[config.mk]
export PLATFORM = sky130hd
export DESIGN_NAME = fifo_read_packer
export DESIGN_NICKNAME = d
export VERILOG_FILES = /design/src/rtl/fifo_read_packer.sv
export SDC_FILE = /design/constraint.sdc
export NUM_CORES = 1
export LEC_CHECK = 0
export CAP_MARGIN = 5
export CORE_MARGIN = 10
export CORE_UTILIZATION = 58
export CTS_BUF_LIST = sky130_fd_sc_hd__clkbuf_4
export DETAILED_ROUTE_END_ITERATION = 10
export PLACE_DENSITY_LB_ADDON = 0.12
export SLEW_MARGIN = 10
export SYNTH_ARGS = -nofsm -noshare
export SYNTH_HDL_FRONTEND = slang
export SYNTH_SLANG_ARGS = --single-unit
[constraint.sdc]
create_clock -name rclk -period 6.59 [get_ports rclk]
set_input_delay 1.977 -clock rclk [delete_from_list [all_inputs] [get_ports rclk]]
set_output_delay 1.977 -clock rclk [all_outputs]
set_load 0.03 [all_outputs]
[src/rtl/fifo_read_packer.sv]
// Read-domain consumer for the dual-clock FIFO: packs RATIO consecutive DSIZE-bit
// words into one wide valid/ready beat, with flush-driven partial beats and lane keep.
module fifo_read_packer #(
    parameter int DSIZE = 8,
    parameter int RATIO = 4
) (
    input  logic                   rclk,
    input  logic                   rrst,
    input  logic                   rempty,
    input  logic [DSIZE-1:0]       rdata,
    output logic                   rinc,
    input  logic                   flush,
    output logic                   m_valid,
    input  logic                   m_ready,
    output logic [DSIZE*RATIO-1:0] m_data,
    output logic [RATIO-1:0]       m_keep
);

    localparam int BW = DSIZE * RATIO;
    localparam int LW = $clog2(RATIO);
    localparam logic [LW-1:0] LAST = LW'(RATIO - 1);

    logic [BW-1:0] acc;
    logic [LW-1:0] lane_cnt;
    logic          flush_pend;
    logic          out_free;
    logic          flush_go;

    function automatic logic [RATIO-1:0] keep_mask(input logic [LW-1:0] cnt);
        logic [RATIO-1:0] m;
        m = '0;
        for (int i = 0; i < RATIO; i++) begin
            if (i < int'(cnt)) m[i] = 1'b1;
        end
        return m;
    endfunction

    // A flush takes the cycle for itself, so it never races a pop into the same beat.
    always_comb begin
        out_free = !m_valid || m_ready;
        flush_go = flush_pend && (lane_cnt != '0) && out_free;
        rinc     = !rrst && !rempty && !flush_go && ((lane_cnt != LAST) || out_free);
    end

    always_ff @(posedge rclk) begin
        if (rrst) begin
            acc        <= '0;
            lane_cnt   <= '0;
            flush_pend <= 1'b0;
            m_valid    <= 1'b0;
            m_data     <= '0;
            m_keep     <= '0;
        end else begin
            if (m_valid && m_ready) m_valid <= 1'b0;

            if (rinc) begin
                if (lane_cnt == LAST) begin
                    m_data   <= {rdata, acc[BW-DSIZE-1:0]};
                    m_keep   <= '1;
                    m_valid  <= 1'b1;
                    acc      <= '0;
                    lane_cnt <= '0;
                end else begin
                    acc[lane_cnt*DSIZE +: DSIZE] <= rdata;
                    lane_cnt <= lane_cnt + 1'b1;
                end
            end else if (flush_go) begin
                m_data   <= acc;
                m_keep   <= keep_mask(lane_cnt);
                m_valid  <= 1'b1;
                acc      <= '0;
                lane_cnt <= '0;
            end

            // A pending flush survives an empty accumulator only while words keep arriving.
            if (flush_go) begin
                flush_pend <= 1'b0;
            end else if (flush) begin
                flush_pend <= 1'b1;
            end else if ((lane_cnt == '0) && !rinc) begin
                flush_pend <= 1'b0;
            end
        end
    end

endmodule

# After elaboration in Yosys (flattened, before gate mapping)
# Index checks and enable logic that the tools add are counted.
[op_classes]
addsub = 2
n_lt_le_gt_ge = 3
n_eq_ne = 3
shift = 2
mux = 22
n_reduce_logical = 20
[ops]
columns = ["op", "n"]
rows = [
  ["$mux W32", 6],
  ["$neg A5 Y34", 1],
  ["$shift A8 B34 Y32 const A", 1],
  ["$shiftx A8 B34 Y32", 1],
  ["$bwmux W32", 1],
  ["$mux W4", 3],
  ["$mux W1", 9],
  ["$logic_and A1 B1 Y1", 7],
  ["$mux W2", 3],
  ["$reduce_bool A2 Y1", 3],
  ["$logic_not A1 Y1", 5],
  ["$lt A1 B2 Y1 const A", 2],
  ["$add A2 B1 Y2 const B", 1],
  ["$eq A2 B2 Y1 const B", 1],
  ["$logic_not A2 Y1", 1],
  ["$logic_or A1 B1 Y1", 2],
  ["$lt A2 B2 Y1 const A", 1],
  ["$ne A2 B1 Y1 const B", 1],
  ["$ne A2 B2 Y1 const B", 1],
  ["$reduce_and A2 Y1", 1],
  ["$reduce_or A2 Y1", 1],
]
[totals]
register_bits = 72
input_bits = 13
output_inout_bits = 38

# Logic depth before layout (Yosys ltp)
[logic_depth]
ltp_word = 10
depth_mapped = 7
ltp_nobuf = 6

# Worst setup path before layout
# Ideal clock, no wire load.
[synth_path]
path_kind = "input to output"
startpoint = "in m_ready"
endpoint = "out rinc"
arrival_time_ns = 3.311
path_slack_ns = 1.302
stages = 4
n_path_buf = 1
path_cell_list = "nand2b_1 > a21o_1 > buf_2 > nor3_1"
[synth_via]
elab_chain_cells = 5
word_cells_on_any_way = 6
[synth_lines]
columns = ["element", "line", "source"]
rows = [
  ["from (decl)", "14", "input logic m_ready,"],
  ["$logic_or A1 B1 Y1 *", "40", "out_free = !m_valid || m_ready;"],
  ["$logic_and A1 B1 Y1", "41", "flush_go = flush_pend && (lane_cnt != '0) && out_free;"],
  ["$logic_not A1 Y1", "42", "rinc = !rrst && !rempty && !flush_go && ((lane_cnt != LAST) || out_free);"],
  ["$logic_and A1 B1 Y1", "42", ""],
  ["$logic_and A1 B1 Y1 *", "42", ""],
  ["to (decl)", "11", "output logic rinc,"],
]
# Every way passes the cells marked *; elsewhere a longest branch is shown, timed or not.

# Worst setup path after layout
# Ends and elaborated chain as after synthesis.

==> impl_metrics.py <==
metrics = {
    "layout": {
        "drive_gt1_share_pct": 7.67,
        "fin_cells": 406,
        "area_delta_synth_final_pct": 23.3,
        "nets": 366,
        "n_antenna_cell": 0,
        "fill_cells": 368,
        "finish.utilization_pct": 72.9,
    },
    "timing": {
        "final-max-slew-violation-count": 0,
        "hold_violations": 0,
        "max_slew_margin_pct": 24.2,
        "max_freq_mhz": 193,
        "fin_crit_sh_pct": 78.6,
        "final.setup.tns_ps": 0,
        "rsz0062_at_grt": "false",
        "worst_slack_ps": 1410,
        "worst_pin_slew_ps": 1140,
        "period_minus_slack_ps": 5180,
        "skew_ps": 6.45,
        "setup_viol_count_final": 0,
    },
    "clocking": {
        "clkSinkCount": 72,
        "htree_levels": 3,
        "cts_root_buf": "clkbuf_4",
        "cts_setup_buffers": 0,
        "holdBufCountCts": 0,
        "clk_pin_slew_worst_paths_ps": 100,
        "cts_tree": "yes",
        "cts_resized": 0,
        "cts_made_buffers": 9,
        "insertion_delay_ps": 400,
        "cts_buffer_depth": 2,
    },
    "logic_synthesis": {
        "synthCells": 298,
        "yosysWarnings": 0,
        "postSynthNetCount": 317,
        "ys_seq_area_share_pct": 52.0,
        "ys_ff_latch": 72,
        "async_flop_share_pct": 0,
        "syn_area_mm2": 0.00277,
        "synth_ff_type": "dfxtp_1",
        "synth-edff-count": 0,
        "ys_types": 33,
        "syn_avg_cell_area_um2": 9.30,
    },
    "worst_setup_path": {
        "worstPathArrival_ps": 3200,
        "crit_required_ps": 4610,
        "crit_fanout": 5,
        "critical_path_class": "in -> out",
        "cp-start-kind": "input port",
        "critPathCaptureType": "primary output",
    },
    "min_path": {
        "hold_class": "reg -> reg",
    },
    "power": {
        "p_per_area_mw_per_mm2": 241,
        "power_leakage_nw": 1.24,
        "total_power_uw": 824,
        "ir_worst_vdd_uv": 142,
    },
    "grt": {
        "grt_pass1_vias": 2176,
        "antenna_found_initial": 0,
        "grt-ovfl-total": 0,
        "grt_pass1_wl_um": 10800,
        "grt_max_degree": 48,
        "grtUsageTotal_pct": 17.5,
    },
    "floorplanning": {
        "fp.dieH_um": 89.1,
        "rows": 25,
        "start_util_pct": 59.1,
        "dieArea_mm2": 0.00795,
        "ios": 51,
        "coreArea_mm2": 0.00469,
        "fp.dieW_um": 89.1,
    },
    "place": {
        "gp_congestion": 0.817,
        "dp.cells": 390,
        "io_buffers": 50,
        "hpwl_um": 4570,
        "place_ws_ps": 1420,
    },
    "route": {
        "drt_iter0_drc": 105,
        "ant_nets": 0,
        "post_drt_wl_per_cell_um": 16.1,
        "drt-pass1-iter-count": 4,
        "drcViolationCount": 0,
        "routed_wl_um": 6530,
        "viasPerCell": 5.68,
        "vias": 2305,
    },
    "job": {
        "maxCapViolations": 0,
    },
    "run_status": {
        "status": "complete, no violations",
    },
}
## sequential cells by signal, summed over array words and instances (netlist names)
register    flops
lane_cnt        2
flush_pend      1
m_data         32
acc            32
m_valid         1
m_keep          4
## cell type report
class / instances / area [µm²] / share of cell area (%)
Sequential cell: 72 / 1440 / 42.2
Multi-Input combinational cell: 208 / 1240 / 36.3
Timing Repair Buffer: 53 / 520 / 15.2
Clock buffer: 10 / 75.1 / 2.20
Tap cell: 54 / 67.6 / 1.98
Clock inverter: 6 / 60.1 / 1.76
Inverter: 3 / 11.3 / 0.329
## path summary, 6_finish.rpt
check	from	to	slack, ps	cells past startpoint
max	m_ready	rinc	1410	5
min	m_data[15]$_SDFFE_PP0P_	m_data[15]$_SDFFE_PP0P_	460	2
max reg2reg	lane_cnt[0]$_SDFFE_PP0P_	m_data[13]$_SDFFE_PP0P_	3880	5
min reg2reg	m_data[15]$_SDFFE_PP0P_	m_data[15]$_SDFFE_PP0P_	460	2
## metal layers
layer | vias to the layer above | global-route usage (%) | wire (µm)
met5 | - | 0 | 0
met4 | 0 | 7.51 | 75
met3 | 9 | 5.93 | 364
met2 | 49 | 27.5 | 3080
met1 | 1105 | 21.2 | 3020
li1 | 1142 | - | -
## per-stage QoR
stage	area, µm²	hold WS, ps
final	3420	458
after global routing	3420	480
after CTS	3420	463
after detailed placement	3280	446
after global placement	3280	441
after floorplan	2770	431
## cells in the mapped netlist, types with 3 or more instances
cell type   n  area [µm²]
nor3_1      6        30.0
a211oi_1    9        67.6
dfxtp_1    72        1440
nor2b_1    10        62.6
nand2_1    60         225
a21oi_1    37         185
ha_1        6        75.1
inv_1       3        11.3
a22o_1     31         272
buf_2       5        25.0
nor2_1     25        93.8
clkbuf_1    7        26.3
## cells by family after synthesis
kind of cell             count (synthesis)  share of synthesized area (%)
flip-flops                              72                           52.0
buffers and inverters                   18                           3.20
multiplexers                             1                          0.361
AO/OA/AOI/OAI                           84                           20.7
AND/OR/NAND/NOR                        117                           21.1
adder cells (fa/ha/maj)                  6                           2.71
## critical path, stage by stage
cell             delay (ps)
clkdlybuf4s50_1         440
nand2b_1                230
a21o_1                  200
nor3_1                  160
buf_4                   190
## power breakdown
part           leakage [nW]  switching (mW)  total [mW]  internal, mW
Sequential            0.582         0.00705       0.452         0.445
Combinational         0.585          0.0655       0.102        0.0361
Clock                0.0738           0.152       0.270         0.118
Total                  1.24           0.224       0.824         0.600
## placed cells by master (no fill, tap or decap), types with 3 or more instances in the layout
cell type,n
a22o_1,31
nand2_1,60
ha_1,6
a21oi_1,37
clkdlybuf4s50_1,49
nor2_1,25
nor2b_1,10
clkbuf_4,10
buf_4,4
nor3_1,6
a211oi_1,9
dfxtp_1,72
inv_1,3
No activity file was read; power rests on OpenSTA's default activity.
